## src/rtl/bitstream_decoder_pkg.sv

```systemverilog
// Shared types and helpers for the stochastic bitstream decoder.
// The decoder converts per-channel ones-counts into unipolar and bipolar results.
package bitstream_pkg;

  typedef enum logic [1:0] {
    IDLE,
    RUN,
    HOLD
  } decoder_state_t;

  // Count width that holds every value from 0 up to and including length.
  function automatic int count_width(input int length);
    return $clog2(length + 1);
  endfunction

  // Bipolar mapping: a count of c ones over length samples represents 2c - length.
  function automatic int to_bipolar(input int count, input int length);
    return 2 * count - length;
  endfunction

endpackage

```

## src/rtl/bitstream_decoder_if.sv

```systemverilog
// Handshake and data bundle between the decoder, its upstream layer and its consumer.
interface bitstream_decoder_if
  import bitstream_pkg::*;
#(
  parameter int CHANNELS      = 2,
  parameter int STREAM_LENGTH = 256
);
  localparam int COUNT_W = count_width(STREAM_LENGTH);

  logic                                start;
  logic [CHANNELS-1:0]                 stream_in;
  logic                                stream_valid;
  logic                                busy;
  logic                                out_valid;
  logic                                out_ready;
  logic [CHANNELS-1:0][COUNT_W-1:0]    count_out;
  logic signed [CHANNELS-1:0][COUNT_W:0] value_out;

  modport master (
    output start, stream_in, stream_valid, out_ready,
    input  busy, out_valid, count_out, value_out
  );

  modport slave (
    input  start, stream_in, stream_valid, out_ready,
    output busy, out_valid, count_out, value_out
  );

endinterface

```

## src/rtl/bitstream_decoder_ones_counter.sv

```systemverilog
// Per-channel ones accumulator; clear takes priority over counting.
module ones_counter #(
  parameter int COUNT_W = 9
) (
  input  logic               clk,
  input  logic               rst,
  input  logic               clear,
  input  logic               enable,
  input  logic               bit_in,
  output logic [COUNT_W-1:0] sum
);

  always_ff @(posedge clk) begin
    if (rst || clear) begin
      sum <= '0;
    end else if (enable && bit_in) begin
      sum <= sum + 1'b1;
    end
  end

endmodule

```

## src/rtl/bitstream_decoder.sv

```systemverilog
// Counts ones on each stochastic input stream over a fixed number of valid samples
// and holds the unipolar count and bipolar value until the consumer accepts them.
module bitstream_decoder
  import bitstream_pkg::*;
#(
  parameter int CHANNELS      = 2,
  parameter int STREAM_LENGTH = 256,
  parameter int COUNT_W       = count_width(STREAM_LENGTH)
) (
  input logic                clk,
  input logic                rst,
  bitstream_decoder_if.slave bus
);

  decoder_state_t                   state_q;
  decoder_state_t                   state_nxt;
  logic [COUNT_W-1:0]               sample_cnt;
  logic [CHANNELS-1:0][COUNT_W-1:0] acc;
  logic [CHANNELS-1:0][COUNT_W-1:0] final_sum;
  logic                             window_clear;
  logic                             sample_en;
  logic                             last_sample;

  // A new window opens from IDLE, or straight out of HOLD when the result is taken.
  assign window_clear = bus.start && ((state_q == IDLE) || ((state_q == HOLD) && bus.out_ready));
  assign sample_en    = (state_q == RUN) && bus.stream_valid;
  assign last_sample  = sample_en && (sample_cnt == COUNT_W'(STREAM_LENGTH - 1));

  always_ff @(posedge clk) begin
    if (rst) begin
      state_q <= IDLE;
    end else begin
      state_q <= state_nxt;
    end
  end

  always_comb begin
    state_nxt = state_q;
    case (state_q)
      IDLE:    if (bus.start) state_nxt = RUN;
      RUN:     if (last_sample) state_nxt = HOLD;
      HOLD:    if (bus.out_ready) state_nxt = bus.start ? RUN : IDLE;
      default: state_nxt = IDLE;
    endcase
  end

  always_comb begin
    bus.busy      = (state_q == RUN);
    bus.out_valid = (state_q == HOLD);
  end

  always_ff @(posedge clk) begin
    if (rst || window_clear) begin
      sample_cnt <= '0;
    end else if (sample_en) begin
      sample_cnt <= sample_cnt + 1'b1;
    end
  end

  for (genvar i = 0; i < CHANNELS; i++) begin : g_ch
    ones_counter #(
      .COUNT_W (COUNT_W)
    ) u_ones_counter (
      .clk    (clk),
      .rst    (rst),
      .clear  (window_clear),
      .enable (sample_en),
      .bit_in (bus.stream_in[i]),
      .sum    (acc[i])
    );
  end

  // The final sample is folded in here so the result loads on the same edge.
  always_comb begin
    final_sum = acc;
    for (int i = 0; i < CHANNELS; i++) begin
      final_sum[i] = acc[i] + COUNT_W'(bus.stream_in[i]);
    end
  end

  always_ff @(posedge clk) begin
    if (rst) begin
      bus.count_out <= '0;
      bus.value_out <= '0;
    end else if (last_sample) begin
      for (int i = 0; i < CHANNELS; i++) begin
        bus.count_out[i] <= final_sum[i];
        bus.value_out[i] <= (COUNT_W + 1)'(to_bipolar(int'(final_sum[i]), STREAM_LENGTH));
      end
    end
  end

endmodule

```

## src/flat_wrapper.sv

```systemverilog
// flat-port wrapper written by rule: the top's interface ports become plain ports
module bitstream_decoder_flat import bitstream_pkg::*;
#(
  parameter int CHANNELS      = 2,
  parameter int STREAM_LENGTH = 256,
  parameter int COUNT_W       = count_width(STREAM_LENGTH)
)
  (clk, rst, bus_start, bus_stream_in, bus_stream_valid, bus_out_ready, bus_busy, bus_out_valid, bus_count_out, bus_value_out);
  bitstream_decoder_if #(.CHANNELS(CHANNELS), .STREAM_LENGTH(STREAM_LENGTH)) bus_i ();
  input logic clk;
  input logic rst;
  input wire logic [$bits(bus_i.start)-1:0] bus_start;
  input wire logic [$bits(bus_i.stream_in)-1:0] bus_stream_in;
  input wire logic [$bits(bus_i.stream_valid)-1:0] bus_stream_valid;
  input wire logic [$bits(bus_i.out_ready)-1:0] bus_out_ready;
  output wire logic [$bits(bus_i.busy)-1:0] bus_busy;
  output wire logic [$bits(bus_i.out_valid)-1:0] bus_out_valid;
  output wire logic [$bits(bus_i.count_out)-1:0] bus_count_out;
  output wire logic [$bits(bus_i.value_out)-1:0] bus_value_out;
  assign bus_i.start = bus_start;
  assign bus_i.stream_in = bus_stream_in;
  assign bus_i.stream_valid = bus_stream_valid;
  assign bus_i.out_ready = bus_out_ready;
  assign bus_busy = bus_i.busy;
  assign bus_out_valid = bus_i.out_valid;
  assign bus_count_out = bus_i.count_out;
  assign bus_value_out = bus_i.value_out;
  bitstream_decoder #(.CHANNELS(CHANNELS), .STREAM_LENGTH(STREAM_LENGTH), .COUNT_W(COUNT_W)) u_core (.clk(clk), .rst(rst), .bus(bus_i));
endmodule
```

## config.mk

```make
export PLATFORM = sky130hd
export DESIGN_NAME = bitstream_decoder_flat
export DESIGN_NICKNAME = d
export VERILOG_FILES = /design/src/rtl/bitstream_decoder_pkg.sv /design/src/rtl/bitstream_decoder_if.sv /design/src/rtl/bitstream_decoder_ones_counter.sv /design/src/rtl/bitstream_decoder.sv /design/src/flat_wrapper.sv
export SDC_FILE = /design/constraint.sdc
export NUM_CORES = 1
export LEC_CHECK = 0
export BUFFER_PORTS_ARGS = -buffer_cell sky130_fd_sc_hd__clkbuf_2
export CORE_ASPECT_RATIO = 0.7
export CORE_MARGIN = 1
export CORE_UTILIZATION = 45
export DETAILED_ROUTE_END_ITERATION = 8
export GPL_TIMING_DRIVEN = 0
export HOLD_SLACK_MARGIN = 0.03
export PLACE_DENSITY = 0.68
export SLEW_MARGIN = 30
export SYNTH_ARGS = -nofsm -noshare
export SYNTH_HDL_FRONTEND = slang
export SYNTH_HIERARCHICAL = 1
export SYNTH_SLANG_ARGS = --single-unit
```

## constraint.sdc

```tcl
create_clock -name clk -period 4.6 [get_ports clk]
set_clock_uncertainty 0.2 [all_clocks]
set_input_delay 0.69 -clock clk [delete_from_list [all_inputs] [get_ports clk]]
set_output_delay 0.69 -clock clk [all_outputs]
set_load 0.02 [all_outputs]
```

==> impl_metrics.tcl, run 1 <==
set metrics [dict create \
    post-cts-setup-buffers 0 \
    worst_setup_path_end_kind "flip-flop" \
    grt.overflow.total 0 \
    path_cells "ha_1 -> nand3_1 -> nor2_1 -> ha_1 -> nand4b_1 -> or4_4 -> o211ai_2" \
    fp.dieW_um 91.5 \
    finalSetupViolCount 0 \
    syn-mean-instance-area_um2 8.58 \
    drive_gt1_frac 0.228 \
    die_y_um 64.7 \
    grt_max_degree 17 \
    dpl_cell_area_um2 2840 \
    vdd_drop_max_uv 145 \
    max_stage_delay_ps 590 \
    core-area_um2 5310 \
    crit_slowest_cell "or4_4" \
    max_slew.worst_pin.slew_ps 502 \
    cap_violations 0 \
    cts.sinks 51 \
    hold_class "reg2reg" \
    rows 22 \
    synth_edf_count 0 \
    drt_iter0_markers 131 \
    first_global_vias 1907 \
    numPortBuffers 44 \
    synth_cells 294 \
    power_density_nw_per_um2 248 \
    slew_viol_final 0 \
    wl_per_cell_um 12.5 \
    io_pins 47 \
    track_usage 0.186 \
    nFillCells 531 \
    rsz0062_at_grt "false" \
    num_vias 2153 \
    cp.buffers_inverters 0 \
    tritoncts "built" \
    syn2layout_area_growth_pct 15.7 \
    die_area_um2 5920 \
    start_util 0.475 \
    remaining_drc_errors 0 \
    viasPerCell 5.14 \
    layout.cells.non_filler 419 \
    crit_family "simple AND/OR/NAND/NOR gates" \
    ys_ff_latch 51 \
    first_pass_iters 4 \
    grt_first_pass_wirelength_um 8810 \
    root_buffer "clkbuf_8" \
    power_w 0.000724 \
    finalCritPeriodShare 0.496 \
    status "completed" \
    finalSetupTns_ps 0 \
    path_clk_slew_ps 80 \
    max_freq_ghz 0.438 \
    htreeDepth 2 \
    crit_fanout 6 \
    synth_area_um2 2520 \
    routed_wl_um 5240 \
    p_leak_nw 1.12 \
    numCtsBuffers 5 \
    placed_cells_incl_taps 411 \
    arrival_ps 2300 \
    yosys_warnings 6 \
    hold_violations 0 \
    yosysUniqueCellTypes 45 \
    post_cts_resized 0 \
    routabilityCongestion 0.797 \
    cp_data_required_time_ps 4620 \
    cp-start-kind "flip-flop" \
    slew-limit-headroom 0.662 \
    antenna_cells 0 \
    ys.flop_type "dfxtp_1" \
    antenna_found_initial 0 \
    hold_buffers 0 \
    timing.final.crit_period_ps 2280 \
    cts_buffer_depth 2 \
    nets 361 \
    crit_type "reg2reg" \
    synthArstFlopShare 0 \
    ys_seq_area_frac 0.405 \
    final_area_um2 2920 \
    critPathMostFrequentCell "ha_1" \
    ant_nets 0 \
    worst_skew_pair.late_latency_ps 290 \
    post-dp-hpwl_um 4020 \
]
-- placed cells by master (no fill, tap or decap), types with 2 or more instances in the layout --
cell	count
nand4_2	3
xnor2_1	13
nor2b_1	3
buf_2	2
nand2_1	22
nand3_1	16
xor2_1	8
inv_1	5
o21ai_0	8
ha_1	8
a21oi_1	22
nor4_1	3
o31a_1	3
clkbuf_8	5
or3_1	8
and2_1	3
dfxtp_1	51
nor3_1	6
nand4_1	8
a211oi_1	11
nand2_2	2
buf_4	16
nor2_1	32
o211a_1	2
clkbuf_2	44
o31ai_1	6
and3_1	2
or4_1	6
conb_1	2
clkbuf_1	8
or2_0	2
-- final timing paths --
| path | start | end | slack, ps | cells past startpoint |
|---|---|---|---|---|
| worst max-delay path | u_core/sample_cnt[0]$_SDFFE_PP0N_ | u_core/bus.value_out[19]$_SDFFE_PP0P_ | 2320 | 7 |
| worst min-delay path | u_core/bus.value_out[8]$_SDFFE_PP0P_ | u_core/bus.value_out[8]$_SDFFE_PP0P_ | 280 | 2 |
| worst max register to register | u_core/sample_cnt[0]$_SDFFE_PP0N_ | u_core/bus.value_out[19]$_SDFFE_PP0P_ | 2320 | 7 |
| worst min register to register | u_core/bus.value_out[8]$_SDFFE_PP0P_ | u_core/bus.value_out[8]$_SDFFE_PP0P_ | 280 | 2 |
-- state kept, by name, summed over array words and instances, names as in the netlist --
register / flops
u_core/sample_cnt: 9
u_core/g_ch.u_ones_counter/sum: 18
u_core/state_q: 2
u_core/bus.count_out: 18
u_core/bus.value_out: 4
-- area by class of cell --
type	instances	area (um^2)	share of cell area
Tap cell	72	90.1	0.0309
Timing Repair Buffer	44	220	0.0754
Clock buffer	7	76.3	0.0261
Clock inverter	1	5.00	0.00171
Sequential cell	51	1020	0.350
Inverter	7	26.3	0.00900
Buffer	25	164	0.0562
Multi-Input combinational cell	212	1320	0.451
-- synthesized netlist by cell type (5+ instances only) --
cell      number  area, um^2
a211oi_1      11        82.6
a21oi_1       22         110
buf_4         16         120
clkbuf_1       6        22.5
dfxtp_1       51        1020
ha_1           8         100
inv_1          5        18.8
nand2_1       22        82.6
nand3_1       16        80.1
nand4_1        8        50.1
nor2_1        32         120
nor3_1         6        30.0
o21ai_0        8        40.0
o31ai_1        6        45.0
or3_1          8        50.1
or4_1          6        45.0
xnor2_1       13         114
xor2_1         8        70.1
-- report_power, final --
part | switching [W] | internal [W]
clock | 0.000134 | 0.000107
combinational | 0.0000247 | 0.0000114
sequential | 0.00000296 | 0.000443
-- per-layer routing --
metal	track usage	part of all wire
met1	0.267	0.54
met5	0	0
met4	0.0298	0.0034
met3	0.0352	0.049
met2	0.293	0.41
-- kinds of logic after synthesis --
| group | Yosys count | share of synthesized area |
|---|---|---|
| AO/OA/AOI/OAI | 58 | 0.150 |
| XOR/XNOR | 21 | 0.0729 |
| adder cells (fa/ha/maj) | 8 | 0.0397 |
| buffers and inverters | 32 | 0.0754 |
| flip-flops | 51 | 0.405 |
| other | 1 | 0.00149 |
| AND/OR/NAND/NOR | 123 | 0.256 |
-- per-stage QoR --
stage,setup slack [ps],hold slack (ps),utilization
6_report,2320,275,0.549
5_1_grt,2170,308,0.549
4_1_cts,2320,277,0.549
3_5_place_dp,2070,265,0.534
3_3_place_gp,2100,256,0.534
2_1_floorplan,2370,254,-
-- worst reg2reg max path, cell delays in order, from the launching register on --
cell	delay [ps]
dfxtp_1	390
ha_1	240
nand3_1	100
nor2_1	140
ha_1	180
nand4b_1	250
or4_4	590
o211ai_2	130
Power figures use the tool's default switching activity.
==> inputs of run 2 (changes only) <==
--- a/config.mk
+++ b/config.mk
@@ -12,7 +12,7 @@
 export DETAILED_ROUTE_END_ITERATION = 8
 export GPL_TIMING_DRIVEN = 0
 export HOLD_SLACK_MARGIN = 0.03
-export PLACE_DENSITY = 0.68
+export PLACE_DENSITY = 0.7
 export SLEW_MARGIN = 30
 export SYNTH_ARGS = -nofsm -noshare
 export SYNTH_HDL_FRONTEND = slang
==> constraint.sdc (replaced) <==
create_clock -name clk -period 2.05 [get_ports clk]
set_clock_uncertainty 0.2 [all_clocks]
set_input_delay 0.3075 -clock clk [delete_from_list [all_inputs] [get_ports clk]]
set_output_delay 0.3075 -clock clk [all_outputs]
set_load 0.02 [all_outputs]
==> impl_metrics.tcl, run 2 (synthesis gave the netlist of run 1 again) <==
set metrics [dict create \
    power_switching_w 0.000376 \
    remaining_drc_errors 0 \
    root_buffer "clkbuf_8" \
    timing.final.ws_setup_ps -26.2 \
    wl_per_cell_um 12.9 \
    max_slew.worst_pin.slew_ps 544 \
    post-dp-hpwl_um 3960 \
    start_util 0.475 \
    combPwrFrac 0.052 \
    first_pass_iters 4 \
    num_vias 2244 \
    numCtsBuffers 5 \
    track_usage 0.191 \
    htreeDepth 2 \
    status "complete, but fails checks" \
    rows 22 \
    ant_nets 0 \
    timing.final.crit_period_ps 2080 \
    mostFrequentLayoutCells "clkbuf_2, dfxtp_1, nor2_1, buf_4" \
    post-route-util 0.577 \
    finalSetupViolCount 2 \
    slew-limit-headroom 0.637 \
    die_area_um2 5920 \
    tritoncts "built" \
    hold_violations 0 \
    nets 368 \
    pwr-share-clk 0.347 \
    hold_slack_ps 53.4 \
    antenna_cells 0 \
    cp-start-kind "flip-flop" \
    grt.overflow.total 0 \
    hold_class "in2reg" \
    io_pins 47 \
    syn2layout_area_growth_pct 21.4 \
    internal-power_w 0.00129 \
    fp.dieW_um 91.5 \
    core-area_um2 5310 \
    finalCritPeriodShare 1.01 \
    viasPerCell 5.28 \
    max_stage_delay_ps 550 \
    routabilityCongestion 0.779 \
    cp_data_required_time_ps 2080 \
    violations "negative setup slack" \
    cts.sinks 51 \
    p_leak_nw 1.15 \
    cts_buffer_depth 2 \
    final_area_um2 3060 \
    crit_fanout 5 \
    hold_buffers 0 \
    slew_viol_final 0 \
    cap_violations 0 \
    biggestRegsByFlops "u_core/bus.count_out x18, u_core/g_ch.u_ones_counter/sum x18, u_core/sample_cnt x9" \
    arrival_ps 2110 \
    drt_iter0_markers 106 \
    routed_wl_um 5500 \
    power_w 0.00166 \
    vdd_drop_max_uv 286 \
    worst_skew_pair.late_latency_ps 300 \
    antenna_found_initial 0 \
    seq_power_share 0.601 \
    numPortBuffers 44 \
    worst_setup_path_end_kind "flip-flop" \
    crit_type "reg2reg" \
    crit_slowest_cell "or4_4" \
    dpl_cell_area_um2 2840 \
    nFillCells 493 \
    first_global_vias 1946 \
    max_freq_ghz 0.482 \
    grt_max_degree 17 \
    die_y_um 64.7 \
    drive_gt1_frac 0.300 \
    path_cells "ha_4 -> nand3_2 -> nor2_2 -> ha_2 -> nand4b_1 -> or4_4 -> o211ai_2" \
    swShare 0.226 \
    rsz0062_at_grt "true" \
    power_density_nw_per_um2 543 \
    path_clk_slew_ps 90 \
    grt_first_pass_wirelength_um 9070 \
]
[run 2: cell count changes in the layout (fill, tap and decap cells not counted), sizes merged]
cell and change:
buf +8, inv -1, clkbuf -2, clkinv +1
[run 2: area by class of cell]
cell class                      count  area [um^2]  share of cell area
Buffer                             25          165              0.0539
Clock buffer                        6         82.6              0.0270
Clock inverter                      1         5.00             0.00163
Inverter                            7         31.3              0.0102
Multi-Input combinational cell    212         1380               0.450
Sequential cell                    51         1040               0.339
Tap cell                           72         90.1              0.0294
Timing Repair Buffer               51          273              0.0891
[run 2: per-stage QoR]
step	setup WS [ps]	setup TNS [ps]	std cells
floorplan	72.9	0	295
global placement	-148	-632	411
detailed placement	-188	-965	411
CTS	-7.27	-7.27	420
global route	-111	-463	425
finish	-26.2	-27.3	425
[run 2: layer usage]
layer | vias to the layer above | GRT usage | share of wire
met2 | 60 | 0.276 | 0.42
met1 | 1026 | 0.279 | 0.51
li1 | 1150 | - | -
met3 | 8 | 0.0376 | 0.056
met4 | 0 | 0.0694 | 0.015
met5 | - | 0 | 0
[run 2: critical path: cells and delay by family (launching register included)]
family                   cells  cell delay, ps
AND/OR/NAND/NOR              4             970
flip-flops                   1             360
adder cells (fa/ha/maj)      2             320
AO/OA/AOI/OAI                1             140
[run 2: what timing repair did]
| action | CTS | global route |
|---|---|---|
| setup buffers | 2 | 5 |
| hold endpoints to repair | 0 | 0 |
| pin swaps | 3 | 3 |
| resized for setup | 9 | 19 |
| setup endpoints to repair | 16 | 30 |
[run 2: worst paths after layout]
check                                                          start                                     to  slack, ps  depth (start not counted)
worst max-delay path               u_core/sample_cnt[1]$_SDFFE_PP0N_  u_core/bus.value_out[19]$_SDFFE_PP0P_        -30                          7
worst max register to register     u_core/sample_cnt[1]$_SDFFE_PP0N_  u_core/bus.value_out[19]$_SDFFE_PP0P_        -30                          7
worst min register to register  u_core/bus.value_out[8]$_SDFFE_PP0P_   u_core/bus.value_out[8]$_SDFFE_PP0P_        270                          2
worst min-delay path                                   bus_out_ready         u_core/state_q[0]$_SDFFE_PP0P_         50                          3
[run 2: power by group through the flow]
stage	logic, W	registers (W)	clock network, W
floorplan	0.0000548	0.00102	0
global placement	0.0000796	0.00102	0
detailed placement	0.0000808	0.00102	0
CTS	0.0000822	0.00100	0.000599
global route	0.0000973	0.00100	0.000644
finish	0.0000865	0.000999	0.000578
==> inputs of run 3 (changes only) <==
--- a/config.mk
+++ b/config.mk
@@ -10,7 +10,7 @@
 export CORE_MARGIN = 1
 export CORE_UTILIZATION = 45
 export DETAILED_ROUTE_END_ITERATION = 8
-export GPL_TIMING_DRIVEN = 0
+export GPL_TIMING_DRIVEN = 1
 export HOLD_SLACK_MARGIN = 0.03
 export PLACE_DENSITY = 0.7
 export SLEW_MARGIN = 30
==> impl_metrics.tcl, run 3 (synthesis gave the netlist of run 1 again) <==
set metrics [dict create \
    finalCritPeriodShare 0.957 \
    worst_skew_pair.late_latency_ps 300 \
    layout.cells.non_filler 424 \
    critPathCapture "u_core/bus.value_out[19]$_SDFFE_PP0P_" \
    slew_viol_final 0 \
    num_vias 2240 \
    hold_violations 0 \
    numPortBuffers 44 \
    routed_wl_um 5520 \
    hold_class "in2reg" \
    ant_nets 0 \
    worst_setup_path_end_kind "flip-flop" \
    cp-start-kind "flip-flop" \
    io_pins 47 \
    r2r_cells 7 \
    power_density_nw_per_um2 548 \
    cp-startpoint "u_core/sample_cnt[1]$_SDFFE_PP0N_" \
    root_buffer "clkbuf_8" \
    track_usage 0.192 \
    mostFrequentLayoutCells "dfxtp_1, clkbuf_2, nor2_1, buf_4" \
    nets 366 \
    drt_iter0_markers 91 \
    power_w 0.00165 \
    viasPerCell 5.28 \
    rsz0062_at_grt "true" \
    start_util 0.475 \
    placed_cells_incl_taps 415 \
    cts_buffer_depth 2 \
    syn2layout_area_growth_pct 19.6 \
    crit-reg2reg-launch "u_core/sample_cnt[1]$_SDFFE_PP0N_" \
    cp_data_required_time_ps 2080 \
    finalSetupViolCount 0 \
    numCtsBuffers 5 \
    fp.dieW_um 91.5 \
    drive_gt1_frac 0.284 \
    rows 22 \
    antenna_cells 0 \
    grt_max_degree 22 \
    path_clk_slew_ps 90 \
    r2r_setup_slack_ps 90 \
    r2r-end "u_core/bus.value_out[19]$_SDFFE_PP0P_" \
    biggestRegsByFlops "u_core/bus.count_out x18, u_core/g_ch.u_ones_counter/sum x18, u_core/sample_cnt x9" \
    first_pass_iters 4 \
    mostFrequentLayoutCell "dfxtp_1" \
    p_leak_nw 1.16 \
    cap_violations 0 \
    grt_first_pass_wirelength_um 9160 \
    die_area_um2 5920 \
    first_global_vias 2005 \
    routabilityCongestion 0.815 \
    wl_per_cell_um 13.0 \
    grt.overflow.total 0 \
    post-dp-hpwl_um 4170 \
    final_area_um2 3020 \
    max_freq_ghz 0.510 \
    hold_slack_ps 43.9 \
    remaining_drc_errors 0 \
    cts.sinks 51 \
    arrival_ps 1990 \
    vdd_drop_max_uv 360 \
    crit_fanout 4 \
    crit_type "reg2reg" \
    dpl_cell_area_um2 2900 \
    core-area_um2 5310 \
    timing.final.crit_period_ps 1960 \
    antenna_found_initial 0 \
    tritoncts "built" \
    status "completed" \
    die_y_um 64.7 \
    htreeDepth 2 \
]
## run 3: cell count changes in the layout (fill, tap and decap cells not counted), sizes merged
| cell | change |
|---|---|
| inv | +1 |
| clkbuf | -6 |
| buf | +3 |
| clkinv | +1 |
## run 3: metal layers
layer,share of wire,wire (um),track usage
met3,0.056,310,0.0399
met5,0,0,0
met4,0.014,80,0.0516
met1,0.53,2930,0.282
met2,0.40,2200,0.284
## run 3: critical path, cell delays in order, from the launching register on
cell and delay, ps:
dfxtp_2 350, ha_2 200, nand3_1 80, nor2_1 100, ha_1 170, nand4b_1 180, or4_4 460, o211ai_2 150
## run 3: layout make-up
| cell class | count | area, um^2 |
|---|---|---|
| fill | 491 | 2290 |
| multi-input combinational | 212 | 1340 |
| clock inverter | 3 | 15.0 |
| inverter | 7 | 26.3 |
| clock buffer | 5 | 68.8 |
| tap | 72 | 90.1 |
| sequential | 51 | 1020 |
| timing repair buffer | 74 | 458 |
## run 3: through the flow
| step | util | setup TNS, ps | setup slack, ps |
|---|---|---|---|
| 6_report | 0.568 | 0 | 88.8 |
| 4_1_cts | 0.563 | 0 | 64.9 |
| 5_1_grt | 0.568 | -6.38 | -6.38 |
| 3_3_place_gp | 0.547 | 0 | 67.0 |
| 3_5_place_dp | 0.547 | -32.0 | -32.0 |
| 2_1_floorplan | - | 0 | 72.9 |
## run 3: worst min-delay path by stage
stage,startpoint,to,depth (start not counted),slack (ps)
after floorplan,bus_out_ready,u_core/state_q[0]$_SDFFE_PP0P_,2,250
after global placement,u_core/bus.value_out[8]$_SDFFE_PP0P_,u_core/bus.value_out[8]$_SDFFE_PP0P_,2,260
after detailed placement,u_core/bus.value_out[8]$_SDFFE_PP0P_,u_core/bus.value_out[8]$_SDFFE_PP0P_,2,260
after CTS,bus_out_ready,u_core/state_q[0]$_SDFFE_PP0P_,3,40
after global routing,bus_out_ready,u_core/state_q[0]$_SDFFE_PP0P_,3,50
final,bus_out_ready,u_core/state_q[0]$_SDFFE_PP0P_,3,40
## run 3: where the power goes
group,switching [W],internal (W)
sequential,0.00000328,0.000995
clock,0.000321,0.000234
combinational,0.0000611,0.0000380
## run 3: repair_timing
item / CTS / global route
endpoints found under the setup margin: 1 / 3
setup buffers: 0 / 1
gates resized for setup: 2 / 6
pin swaps: 2 / 1
gates cloned: 0 / 0
hold buffers: 0 / 0
